**src/rtl/spike_collector.sv**
```systemverilog
// spike_collector
// Collects spike packets addressed to this node into a 21x21 bitmap. When the
// timestep closes (NUM_ADDERS DONE packets), the bitmap is streamed out one row
// per transfer. Every streamed row is cleared as it leaves. After NUM_TIMESTEPS
// flushes the block parks in FINISHED until reset.
//
// Ports:
//   clk, reset      - single clock, asynchronous active-high reset
//   in_valid/ready  - packet input handshake; in_data carries the packet:
//                     [63:60] dest, [59:56] src, [53:52] type, [9:0] {x, y}
//   out_valid/ready - row output handshake
//   out_row         - row index x of the row being offered
//   out_bits        - bit y set when spike (x, y) fired this timestep
//   out_timestep    - current timestep index
//   out_last        - high with row 20
//   all_done        - high once the final timestep has been flushed
//   drop_count      - saturating count of rejected packets
module spike_collector #(
  parameter int         WIDTH         = 64,
  parameter logic [3:0] MY_ADDRESS    = 4'b1010,
  parameter int         NUM_ADDERS    = 5,
  parameter int         NUM_TIMESTEPS = 4
) (
  input  logic             clk,
  input  logic             reset,
  input  logic             in_valid,
  output logic             in_ready,
  input  logic [WIDTH-1:0] in_data,
  output logic             out_valid,
  input  logic             out_ready,
  output logic [4:0]       out_row,
  output logic [20:0]      out_bits,
  output logic [3:0]       out_timestep,
  output logic             out_last,
  output logic             all_done,
  output logic [15:0]      drop_count
);

  localparam logic [4:0] LAST_ROW = 5'd20;

  typedef enum logic [1:0] {
    COLLECT  = 2'd0,
    FLUSH    = 2'd1,
    FINISHED = 2'd2
  } stateT;

  stateT       stateReg;
  stateT       stateNext;
  logic [2:0]  doneCnt;
  logic [4:0]  rowPtr;
  logic [3:0]  timestep;
  logic [15:0] dropCnt;
  logic [20:0] bitmap [21];

  // Packet field decode
  logic [3:0] pktDest;
  logic [1:0] pktType;
  logic [4:0] pktX;
  logic [4:0] pktY;
  logic       pktForMe;
  logic       pktIsDone;
  logic       pktInRange;

  assign pktDest    = in_data[63:60];
  assign pktType    = in_data[53:52];
  assign pktX       = in_data[9:5];
  assign pktY       = in_data[4:0];
  assign pktForMe   = (pktDest == MY_ADDRESS) && (pktType == 2'b11);
  assign pktIsDone  = (in_data[9:0] == 10'h3FF);
  assign pktInRange = (pktX <= LAST_ROW) && (pktY <= LAST_ROW);

  // Source and reserved fields are carried but not interpreted here.
  logic unusedBits;
  assign unusedBits = ^in_data;

  // Handshakes derived from the state directly, so the next-state logic never
  // reads back its own outputs.
  logic pktAccept;
  logic rowAccept;
  logic acceptDone;
  logic acceptSpike;
  logic acceptDrop;
  logic lastDone;
  logic lastRow;
  logic [3:0] tsNext;

  assign pktAccept   = in_valid && (stateReg == COLLECT);
  assign rowAccept   = out_ready && (stateReg == FLUSH);
  assign acceptDone  = pktAccept && pktForMe && pktIsDone;
  // DONE uses address 3FF, which would otherwise be out of range; it is
  // recognised first so it never counts as a drop.
  assign acceptSpike = pktAccept && pktForMe && !pktIsDone && pktInRange;
  assign acceptDrop  = pktAccept && !(pktForMe && (pktIsDone || pktInRange));
  assign lastDone    = acceptDone && (doneCnt == 3'(NUM_ADDERS - 1));
  assign lastRow     = rowAccept && (rowPtr == LAST_ROW);
  assign tsNext      = timestep + 4'd1;

  // State register
  always_ff @(posedge clk or posedge reset) begin
    if (reset) begin
      stateReg <= COLLECT;
    end else begin
      stateReg <= stateNext;
    end
  end

  // Next-state and handshake outputs
  always_comb begin
    stateNext = stateReg;
    in_ready  = 1'b0;
    out_valid = 1'b0;
    all_done  = 1'b0;
    case (stateReg)
      COLLECT: begin
        in_ready = 1'b1;
        if (lastDone) begin
          stateNext = FLUSH;
        end
      end
      FLUSH: begin
        out_valid = 1'b1;
        if (lastRow) begin
          stateNext = (tsNext == 4'(NUM_TIMESTEPS)) ? FINISHED : COLLECT;
        end
      end
      FINISHED: begin
        all_done = 1'b1;
      end
      default: begin
        stateNext = COLLECT;
      end
    endcase
  end

  // Spike bitmap: set on accepted spikes, row cleared as it is streamed out.
  // The two never coincide because they live in different states.
  always_ff @(posedge clk or posedge reset) begin
    if (reset) begin
      for (int r = 0; r < 21; r++) begin
        bitmap[r] <= '0;
      end
    end else begin
      if (rowAccept) begin
        bitmap[rowPtr] <= '0;
      end
      if (acceptSpike) begin
        bitmap[pktX][pktY] <= 1'b1;
      end
    end
  end

  // Counters and pointers
  always_ff @(posedge clk or posedge reset) begin
    if (reset) begin
      doneCnt  <= '0;
      rowPtr   <= '0;
      timestep <= '0;
      dropCnt  <= '0;
    end else begin
      if (acceptDone) begin
        doneCnt <= lastDone ? 3'd0 : doneCnt + 3'd1;
      end
      if (rowAccept) begin
        if (rowPtr == LAST_ROW) begin
          rowPtr   <= '0;
          timestep <= tsNext;
        end else begin
          rowPtr <= rowPtr + 5'd1;
        end
      end
      if (acceptDrop && (dropCnt != 16'hFFFF)) begin
        dropCnt <= dropCnt + 16'd1;
      end
    end
  end

  // rowPtr rests at 0 outside FLUSH, so out_row needs no gating.
  assign out_row      = rowPtr;
  assign out_bits     = (stateReg == FLUSH) ? bitmap[rowPtr] : 21'd0;
  assign out_last     = (stateReg == FLUSH) && (rowPtr == LAST_ROW);
  assign out_timestep = timestep;
  assign drop_count   = dropCnt;

endmodule
```
**config.mk**
```make
export PLATFORM = sky130hd
export DESIGN_NAME = spike_collector
export DESIGN_NICKNAME = d
export VERILOG_FILES = /design/src/rtl/spike_collector.sv
export SDC_FILE = /design/constraint.sdc
export NUM_CORES = 1
export LEC_CHECK = 0
export CAP_MARGIN = 25
export CORE_AREA = 5 5 224 204
export DETAILED_ROUTE_END_ITERATION = 6
export DIE_AREA = 0 0 229 209
export PLACE_DENSITY = 0.71
export SLEW_MARGIN = 20
export SYNTH_ARGS = -nofsm -noshare
export SYNTH_HDL_FRONTEND = slang
export SYNTH_SLANG_ARGS = --single-unit
```
**constraint.sdc**
```tcl
create_clock -name clk -period 17.3 [get_ports clk]
set_input_delay 3.46 -clock clk [delete_from_list [all_inputs] [get_ports clk]]
set_output_delay 3.46 -clock clk [all_outputs]
set_load 0.01 [all_outputs]
```
# Yosys cells after proc, flatten, opt, wreduce, memory -nomap -nowiden
# Index checks and enable logic that the tools add are counted.
[word_totals] register_bits=471 inputBits=68 output_inout_bits=50 elab_cells=99
[op_classes] add_sub_neg=4 magnitude_cmp=8 eq_ne=11 muxes=21 bitwise_logic=6 n_reduce_logical=23
[ops] operator="$mux W441" count=2
[ops] operator="$and A441 B441 Y441" count=1
[ops] operator="$not A441 Y441" count=1
[ops] operator="$or A441 B441 Y441" count=1
[ops] operator="$demux W21 S5" count=2
[ops] operator="$bmux W21 S5" count=1
[ops] operator="$mux W21" count=5
[ops] operator="$logic_and A1 B1 Y1" count=17
[ops] operator="$add A16 B1 Y16 const B" count=1
[ops] operator="$ne A16 B16 Y1 const B" count=1
[ops] operator="$ge A6 B6 Y1 const B" count=2
[ops] operator="$lt A6 B1 Y1 const B" count=2
[ops] operator="$not A5 Y6" count=2
[ops] operator="$eq A10 B10 Y1 const B" count=1
[ops] operator="$le A5 B5 Y1 const B" count=2
[ops] operator="$lt A5 B6 Y1 const B" count=1
[ops] operator="$mux W2" count=3
[ops] operator="$pmux W2 S3" count=1
[ops] operator="$add A5 B1 Y5 const B" count=1
[ops] operator="$demux W1 S5" count=1
[ops] operator="$eq A5 B5 Y1 const B" count=1
[ops] operator="$ge A5 B1 Y1 const B" count=1
[ops] operator="$mux W5" count=1
[ops] operator="$add A4 B1 Y4 const B" count=1
[ops] operator="other kinds (15)" count=21

# Logic depth before layout (Yosys ltp)
# Gate-level depths: netlist (run 1).
[logic_depth] word_depth=10 mapped_depth=11 ltp_nobuf=6

# Least setup slack after synthesis (run 1)
# Ideal clock, no wire load.
[synth_timing] kind="reg-to-output" from="reg rowPtr[0], in the netlist out_row[0]" to="out out_bits[10]" t_arrival_ns=2.091 required_time_ns=13.840 setup_slack_ns=11.749 path_stages_with_launch=6 n_path_buf=2 cell_sequence="dfrtp_1 > clkbuf_1 > buf_1 > mux4_2 > a22oi_1 > a31oi_1"
[synth_via] elab_chain_len=5
[synth_lines] element="start: declaration" line_no="50" text="logic [4:0] rowPtr;"
[synth_lines] element="start signal: assignment" line_no="168" text="rowPtr <= rowPtr + 5'd1;"
[synth_lines] element="$not A5 Y6 (not written as such)" line_no="179" text="assign out_bits = (stateReg == FLUSH) ? bitmap[rowPtr] : 21'd0;"
[synth_lines] element="$bmux W21 S5" line_no="179"
[synth_lines] element="$mux W21 (not written as such) (2 in series)" line_no="179"
[synth_lines] element="$mux W21" line_no="179"
[synth_lines] element="end: declaration" line_no="32" text="output logic [20:0] out_bits,"
# Every way passes these cells. The select of a mux whose other input is x is not followed.

# Worst setup path in the final report (run 1)
[layout_timing] from="reg rowPtr[1], in the netlist out_row[1]" to="out out_bits[3]"
# Same word-level chain as after synthesis.

==> qor.txt, run 1 <==
Number of distinct library cells after synthesis - 50
Setup total negative slack - 0 ns
Multi-input logic area - 8850 sq um
Min Tclk post-route - 7.74 ns
Critical Path AT - 4.28 ns
Clock Skew - 0.0154 ns
Initial antenna violation count - 0
Met2 usage - 0.406
Worst-path maximum fanout - 63
Skew-Pair Late Insertion Delay - 0.58 ns
R2R depth - 7
RSZ-0062 raised after global routing - no
Most frequent cells in the layout - dfrtp_1 (469), nand2_1 (458), o21ai_0 (160)
Pre-Repair DR Iteration Count - 7
DR vias - 16200
Worst setup SP type - flop
Sequential-to-total area share from yosys stat - 0.554
Yosys reg bits - 471
Vias per cell - 6.41
Max-cap violations - 0
Grt met1 use - 0.361
Grt ovf - 0
Commonest non-fill, non-tap cell in the layout - dfrtp_1
Largest net degree at the start of global routing - 113
GR Layer Usage met3 - 0.0784
CTS Hold Bufs - 0
Top Ports - 118
Leak Pwr - 10.2 nW
Slew of the pin with the lowest slew margin - 1.11 ns
Yosys warns - 0
Top cell type's share of synthesized area - 0.554
Worst setup path start - out_row[1]$_DFFE_PP0N_
Synth top area cells - dfrtp_1 (55%), mux4_2 (11%), nand2_1 (8.1%)
Min-Delay Path Class - flop to flop
Cts bufs inserted - 47
Final Slew Violations - 0
Rel. slew slack - 0.262
DP HPWL - 38300 microns
RR Endpoint - bitmap[274]$_DFF_PP0_
Global routing's busiest layer - met2
R2r startpoint - out_row[0]$_DFFE_PP0N_
Peak VDD IR - 0.0797 mV
Net count, final - 1999
Cells after synthesis - 1911
PostCTS Resize Cnt - 0
FMAX - 129 MHz
WL/cell - 25.4 microns
PortBufs - 69
Core area - 43400 sq um
TritonCTS sink count - 471
Crit Path Category - flop to output pin
Critical Path RT - 13.84 ns
Site Rows - 73
Share of layout cells above drive strength 1 - 0.164
Crit end category - output pin
Hold depth - 2
Post-synth EDFFs - 0
Post-CTS setup buffers - 0
DR DRC count - 0
Vias in the first global route - 17000
Power Total - 2.69 mW
Top_reg_cell synth - dfrtp_1
Routability cong. - 0.840
Worst setup path endpoint - out_bits[3]
Syn Std Cell Area - 21300 sq um
Area Growth Syn to Fin - 13.5%
Global-route wire length before repair - 100000 microns
# diodes - 0
Worst R2R Setup Slack - 13.87 ns
Register area - 11800 sq um
CTS max path bufs - 3
H-tree Lvls - 2
CTS tree - built
Post-detailed-route count of antenna-violating nets - 0
Synth async-reset ratio - 1.00
Setup violators final - 0
Initial Utilization - 0.491
Die footprint - 47900 sq um
Iter 0 DRT Violations - 1752
Avg Inst Size Synth - 11.1 sq um
Root Buffer - clkbuf_16
Top cell type by total area after synthesis - dfrtp_1
Syn Nets - 1987
Final WL - 63900 microns
GRT Util Overall - 0.266
Status - finished clean
CTS clk-pin slew, worst paths - 0.06 ns
DIE WIDTH - 229 microns
Period utilization - 0.447
Layout fillers - 3560
Die height - 209 microns
Final Hold Fails - 0
Power per cell area - 112 nW/um^2
==> cell families after synthesis <==
family,share of synthesized area
compound gates,0.166
xor+xnor,0.00823
fa+ha+maj,0.00470
buf+inv,0.0345
flops,0.554
mux,0.113
simple gates,0.119
==> how the worst min path moves through the flow <==
stage | start | endpoint
3_3_place_gp | bitmap[135]$_DFF_PP0_ | bitmap[135]$_DFF_PP0_
4_1_cts | bitmap[306]$_DFF_PP0_ | bitmap[306]$_DFF_PP0_
3_5_place_dp | bitmap[306]$_DFF_PP0_ | bitmap[306]$_DFF_PP0_
5_1_grt | bitmap[382]$_DFF_PP0_ | bitmap[382]$_DFF_PP0_
6_report | bitmap[306]$_DFF_PP0_ | bitmap[306]$_DFF_PP0_
2_1_floorplan | bitmap[126]$_DFF_PP0_ | bitmap[126]$_DFF_PP0_
==> state kept, by name, summed over array words and instances (netlist names) <==
signal	count
stateReg	2
out_timestep	4
out_row	5
bitmap	441
doneCnt	3
drop_count	16
==> critical path: stages (launching register included) <==
cell and delay (ns):
dfrtp_4 1.09, buf_4 0.79, mux4_2 0.41, a22oi_1 0.61, a31oi_1 0.16, clkdlybuf4s50_1 0.54
==> stage by stage <==
step	setup WS, ns	hold WS [ns]	area (sq um)	utilization	cells
finish	9.56	0.470	24100	0.557	2520
detailed placement	10.31	0.460	22500	0.519	2433
floorplan	0.703	0.445	21300	-	1911
global placement	10.32	0.454	22300	0.514	2422
CTS	9.69	0.473	24100	0.555	2517
global route	9.48	0.493	24100	0.557	2520
==> cell usage after synthesis, types with 8 or more instances <==
master and n:
xor2_1 14, o21ai_1 120, a22o_1 107, nand2_1 462, nor2_1 47, buf_2 20, a31oi_1 21, mux4_2 105
o21ai_2 60, clkbuf_1 114, inv_1 8, ha_1 8, nand4_1 11, buf_6 14, a22oi_1 63, nand3_1 9
nor3_1 21, dfrtp_1 471, nor3b_1 8, o21ai_0 160
==> cell type report <==
cell class,instances,area share
Sequential cell,471,0.488
Inverter,8,0.00155
Clock buffer,71,0.0591
Timing Repair Buffer,116,0.0497
Multi-Input combinational cell,1279,0.366
Clock inverter,13,0.00560
Tap cell,562,0.0291
==> where the power goes <==
part,switching [mW],internal [mW]
logic,0.291,0.171
clock network,0.437,0.599
registers,0.0793,1.12
total,0.808,1.89
==> layer usage <==
layer / vias up / part of all wire / wire [microns]
met5: - / 0 / 0
met4: 0 / 0.046 / 2910
met3: 197 / 0.12 / 7360
met2: 901 / 0.45 / 28700
met1: 8180 / 0.39 / 24900
li1: 6875 / - / -
Note: power is estimated with default switching activity, not from simulation.
==> run 2, diff against run 1 <==
==> constraint.sdc (replaced) <==
create_clock -name clk -period 6.8 [get_ports clk]
set_input_delay 1.36 -clock clk [delete_from_list [all_inputs] [get_ports clk]]
set_output_delay 1.36 -clock clk [all_outputs]
set_load 0.01 [all_outputs]
==> run 2 against run 1 <==
Against the previous run:
- first-iteration DRC count grew 8.8%
- register-to-register slack lost 10 ns
- via count grew 0.15%
- flip-flop and latch count stayed put
- global-route usage shrank 0.11 points
- power rose to 2.5 times the previous value
- critical path depth stayed put
- worst hold slack better by 0.00084 ns
- count of clock-buffer cells in the layout grew 1
- clock power rose to 2.5 times the previous value
- clock skew rose by 0.0094 ns
- critical path type unchanged
- largest power group unchanged
==> qor.txt, run 2 (synthesis gave the netlist of run 1 again) <==
Min Tclk post-route - 5.15 ns
Rel. slew slack - 0.233 (-0.0286)
Post-detailed-route count of antenna-violating nets - 0 (unchanged)
CTS tree - built
Power per cell area - 284 nW/um^2 (+150%)
Clock Skew - 0.0248 ns (+0.00935 ns)
Peak VDD IR - 0.204 mV (+160%)
Final Slew Violations - 0 (unchanged)
DIE WIDTH - 229 microns (unchanged)
DR vias - 16200 (+0.15%)
Commonest non-fill, non-tap cell in the layout - dfrtp_1
Power Total - 6.86 mW (+150%)
Critical Path AT - 3.79 ns (-0.49 ns)
Share of layout cells above drive strength 1 - 0.161 (-0.00308)
Crit end category - output pin
Post-CTS setup buffers - 0 (unchanged)
R2R depth - 6 (-1)
Max-cap violations - 0 (unchanged)
Vias in the first global route - 16700 (-1.6%)
CTS clk-pin slew, worst paths - 0.06 ns (about the same)
Worst setup path start - out_row[1]$_DFFE_PP0N_
WL/cell - 25.3 microns (-0.11%)
Vias per cell - 6.43 (+0.35%)
Worst setup SP type - flop
Critical Path RT - 5.44 ns (-8.40 ns)
GR Layer Usage met3 - 0.0705 (-0.00788)
Met2 usage - 0.398 (-0.00831)
Most frequent cells in the layout - dfrtp_1 (469), nand2_1 (457), o21ai_0 (160)
DR DRC count - 0 (unchanged)
Grt ovf - 0 (unchanged)
Global-route wire length before repair - 99900 microns (-0.13%)
Global routing's busiest layer - met2
Core area - 43400 sq um (unchanged)
Site Rows - 73 (unchanged)
Worst R2R Setup Slack - 3.48 ns (-10.39 ns)
Setup total negative slack - 0 ns (unchanged)
Number of flip-flops in the largest register - 441 (unchanged)
Slew of the pin with the lowest slew margin - 1.15 ns (+0.0391 ns)
Net count, final - 1996 (-0.15%)
Die footprint - 47900 sq um (unchanged)
Worst setup path endpoint - out_bits[17]
FMAX - 194 MHz
GRT Util Overall - 0.265 (-0.00111)
RSZ-0062 raised after global routing - no
Period utilization - 0.757
Crit Path Category - flop to output pin
Grt met1 use - 0.375 (+0.0139)
Final Hold Fails - 0 (unchanged)
PostCTS Resize Cnt - 0 (unchanged)
Setup violators final - 0 (unchanged)
RR Endpoint - bitmap[54]$_DFF_PP0_
Top Ports - 118 (unchanged)
CTS Hold Bufs - 0 (unchanged)
Leak Pwr - 10.2 nW (-0.17%)
Biggest register - bitmap
Root Buffer - clkbuf_16
Pre-Repair DR Iteration Count - 5 (-2)
Largest net degree at the start of global routing - 148 (+31%)
Die height - 209 microns (unchanged)
Worst-path maximum fanout - 58 (-7.9%)
Min-Delay Path Class - flop to flop
CTS max path bufs - 3 (unchanged)
Area Growth Syn to Fin - 13.4% (about the same)
TritonCTS sink count - 471 (unchanged)
Non-Filler Instances - 2515 (-0.20%)
Status - finished clean
H-tree Lvls - 2 (unchanged)
Initial Utilization - 0.491 (unchanged)
Final WL - 63700 microns (-0.31%)
Initial antenna violation count - 0 (unchanged)
Cts bufs inserted - 49 (+4.3%)
Skew-Pair Late Insertion Delay - 0.59 ns (about the same)
PortBufs - 69 (unchanged)
Iter 0 DRT Violations - 1907 (+8.8%)
Routability cong. - 0.836 (-0.49%)
Placed insts - 2424 (-0.37%)
DP HPWL - 37800 microns (-1.3%)
R2r startpoint - stateReg[0]$_DFFE_PP0P_
Core Util, Final - 0.556 (about the same)
run 2: cell count changes in the layout (fill, tap and decap cells not counted), moves of 2 or more:
cell,before,now
clkbuf_8,14,11
clkbuf_1,9,12
buf_8,8,10
buf_6,1,3
buf_12,1,7
buf_16,4,1
buf_4,32,21
run 2: power breakdown:
group	internal (mW)	total, mW	switching [mW]	leakage (nW)
registers	2.84	3.03	0.193	6.56
clock network	1.52	2.63	1.11	0.767
logic	0.458	1.20	0.744	2.84
run 2: worst min-delay path by stage:
stage                                from                    end  depth (start not counted)
finish              bitmap[143]$_DFF_PP0_  bitmap[143]$_DFF_PP0_                          2
global route        bitmap[305]$_DFF_PP0_  bitmap[305]$_DFF_PP0_                          2
CTS                 bitmap[143]$_DFF_PP0_  bitmap[143]$_DFF_PP0_                          2
detailed placement  bitmap[143]$_DFF_PP0_  bitmap[143]$_DFF_PP0_                          2
global placement    bitmap[304]$_DFF_PP0_  bitmap[304]$_DFF_PP0_                          2
floorplan           bitmap[126]$_DFF_PP0_  bitmap[126]$_DFF_PP0_                          2
run 2: layer usage:
layer  up-vias  wire, microns
met5         -              0
met4         0           2560
met3       139           6910
met2       916          28300
met1      8268          25900
li1       6854              -
run 2: area by class of cell:
class                           instances  area [sq um]
Fill cell                            3548         19200
Sequential cell                       471         11800
Multi-Input combinational cell       1279          8850
Clock buffer                           72          1420
Timing Repair Buffer                  111          1200
Tap cell                              562           703
Clock inverter                         11           131
Inverter                                8          33.8
Antenna cell                            1          2.50
run 2: critical path: stages, from the launching register on:
cell and delay [ns]:
dfrtp_4 1.07, buf_12 0.44, mux4_2 0.37, a22oi_1 0.48, a31oi_1 0.23, clkdlybuf4s50_1 0.53
run 2: metrics by stage:
stage	hold slack, ns	setup WS, ns	instance area, sq um
after detailed placement	0.459	2.11	22500
after CTS	0.472	1.72	24000
final	0.470	1.65	24100
after floorplan	0.445	-0.939	21300
after global routing	0.495	1.64	24100
after global placement	0.454	2.22	22300
==> run 3, diff against run 2 <==
--- a/config.mk
+++ b/config.mk
@@ -9,7 +9,7 @@
 export CORE_AREA = 5 5 224 204
 export DETAILED_ROUTE_END_ITERATION = 6
 export DIE_AREA = 0 0 229 209
-export PLACE_DENSITY = 0.71
+export PLACE_DENSITY = 0.68
 export SLEW_MARGIN = 20
 export SYNTH_ARGS = -nofsm -noshare
 export SYNTH_HDL_FRONTEND = slang
==> constraint.sdc (replaced) <==
create_clock -name clk -period 5.4 [get_ports clk]
set_input_delay 1.08 -clock clk [delete_from_list [all_inputs] [get_ports clk]]
set_output_delay 1.08 -clock clk [all_outputs]
set_load 0.01 [all_outputs]
==> run 3 against run 2 <==
Against the previous run:
- worst hold slack gained 0.0039 ns
- worst setup slack got worse by 1.1 ns
- cell count up 0.95%
- sequential power increased by 27%
- register-to-register slack got worse by 1.4 ns
- die area did not move
- largest cell class unchanged
- sequential share of layout area down 0.47 points
- largest power group unchanged
==> qor.txt, run 3 (synthesis gave the netlist of run 1 again) <==
Status - finished clean
Die footprint - 47900 sq um (unchanged)
Most frequent cells in the layout - dfrtp_1 (469), nand2_1 (462), o21ai_0 (160)
Pre-Repair DR Iteration Count - 6 (+1)
PostCTS Resize Cnt - 0 (unchanged)
R2R depth - 7 (+1)
Slew of the pin with the lowest slew margin - 1.10 ns (-0.0438 ns)
FMAX - 206 MHz
Delay-heaviest family, CP - flip-flops
DR DRC count - 0 (unchanged)
Power per cell area - 361 nW/um^2 (+27%)
DR vias - 16300 (+0.48%)
Peak VDD IR - 0.248 mV (+22%)
Worst-path maximum fanout - 40 (-31%)
TritonCTS sink count - 471 (unchanged)
CTS tree - built
Final WL - 65000 microns (+2.0%)
Root Buffer - clkbuf_16
Vias in the first global route - 16900 (+0.84%)
GRT Util Overall - 0.270 (+0.00495)
Leak Pwr - 10.3 nW (+1.4%)
H-tree Lvls - 2 (unchanged)
HP Start - bitmap[294]$_DFF_PP0_
Endpoint, Worst Hold - bitmap[294]$_DFF_PP0_
Worst setup SP type - flop
Crit Path Category - flop to output pin
Largest net degree at the start of global routing - 106 (-28%)
Core Util, Final - 0.562 (+0.00536)
Placement Cell Area - 22700 sq um (+0.90%)
CTS max path bufs - 3 (unchanged)
Clock Skew - 0.0277 ns (+0.00294 ns)
Critical Path RT - 4.32 ns (-1.12 ns)
Post-route design area - 24400 sq um (+0.96%)
Placed insts - 2445 (+0.87%)
Number of flip-flops in the largest register - 441 (unchanged)
Core area - 43400 sq um (unchanged)
Skew-Pair Late Insertion Delay - 0.60 ns (about the same)
Post-detailed-route count of antenna-violating nets - 0 (unchanged)
Non-Filler Instances - 2539 (+0.95%)
Die height - 209 microns (unchanged)
Initial Utilization - 0.491 (unchanged)
CP Buf/Inv Count - 2 (unchanged)
# diodes - 0 (-1)
Initial antenna violation count - 0 (unchanged)
CTS Hold Bufs - 0 (unchanged)
Setup violators final - 0 (unchanged)
PortBufs - 69 (unchanged)
Period utilization - 0.901
Commonest non-fill, non-tap cell in the layout - dfrtp_1
Area Growth Syn to Fin - 14.5%
Site Rows - 73 (unchanged)
Post-CTS setup buffers - 0 (unchanged)
Min-Delay Path Class - flop to flop
Global-route wire length before repair - 101000 microns (+1.3%)
RR Endpoint - bitmap[10]$_DFF_PP0_
WL/cell - 25.6 microns (+1.0%)
Worst path slowest cell - dfrtp_4
Net count, final - 2015 (+0.95%)
Grt ovf - 0 (unchanged)
Crit end category - output pin
Delay of the slowest critical-path stage - 1.06 ns (about the same)
Share of layout cells above drive strength 1 - 0.168 (+0.00758)
Top Ports - 118 (unchanged)
Routability cong. - 0.840 (+0.47%)
Vias per cell - 6.40 (-0.47%)
Min Tclk post-route - 4.86 ns
Final Hold Fails - 0 (unchanged)
Biggest register - bitmap
Worst path cell trace - buf_12 > mux4_2 > a22oi_1 > a31oi_1 > clkdlybuf4s50_1
Power Total - 8.81 mW (+28%)
R2r startpoint - out_row[0]$_DFFE_PP0N_
Critical Path AT - 3.78 ns (about the same)
Iter 0 DRT Violations - 1656 (-13%)
DIE WIDTH - 229 microns (unchanged)
Hold depth - 2 (unchanged)
CTS clk-pin slew, worst paths - 0.06 ns (about the same)
RSZ-0062 raised after global routing - no
Final Slew Violations - 0 (unchanged)
Max-cap violations - 0 (unchanged)
Worst R2R Setup Slack - 2.06 ns (-1.42 ns)
DP HPWL - 39400 microns (+4.2%)
Rel. slew slack - 0.265 (+0.0317)
Cts bufs inserted - 49 (unchanged)
[run 3: cell types whose count changed in the layout (fill, tap and decap cells not counted), moves of 3 or more]
cell      delta
buf_8        +5
buf_4       +17
nand2_1      +5
clkinv_2     +3
buf_6        -3
nand2_2      -5
[run 3: how the worst max path moves through the flow]
stage	start	to	slack, ns	depth (start not counted)
6_report	out_row[0]$_DFFE_PP0N_	out_bits[5]	0.54	5
5_1_grt	out_row[0]$_DFFE_PP0N_	out_bits[3]	0.31	5
4_1_cts	out_row[0]$_DFFE_PP0N_	out_bits[7]	0.47	5
3_5_place_dp	out_row[0]$_DFFE_PP0N_	out_bits[7]	1.09	5
3_3_place_gp	out_row[0]$_DFFE_PP0N_	out_bits[17]	1.11	5
2_1_floorplan	reset	bitmap[0]$_DFF_PP0_	-2.06	1
[run 3: stage by stage]
step | TNS (ns) | setup WS (ns) | hold slack, ns
after floorplan | -969.72 | -2.06 | 0.445
after global placement | 0 | 1.11 | 0.453
after detailed placement | 0 | 1.09 | 0.462
after CTS | 0 | 0.466 | 0.475
after global routing | 0 | 0.313 | 0.493
final | 0 | 0.536 | 0.474
[run 3: metal layers]
layer	up-vias	part of all wire	GRT usage	routed length, microns
met2	870	0.46	0.422	30000
met1	8335	0.40	0.372	25800
li1	6908	-	-	-
met4	0	0.037	0.0968	2430
met5	-	0	0	0
met3	141	0.10	0.0681	6710
[run 3: area by class of cell]
type,instances,area [sq um]
clock buffers,74,1450
inverters,8,33.8
clock inverters,15,176
repair buffers,130,1380
multi-input cells,1279,8840
well taps,562,703
fillers,3631,19000
flip-flops and latches,471,11800
[run 3: report_power, final]
part	internal (mW)	leakage (nW)	total (mW)	switching, mW
clock	2.00	0.807	3.42	1.43
combinational	0.593	2.94	1.54	0.942
sequential	3.57	6.56	3.85	0.275
total	6.16	10.3	8.81	2.64
[run 3: worst reg2reg max path: cells and delay by family (launching register included)]
family	cells	cell delay, ns
AO/OA/AOI/OAI	1	0.19
adder cells (fa/ha/maj)	1	0.23
buffers and inverters	3	0.95
flip-flops	1	1.06
AND/OR/NAND/NOR	2	0.84
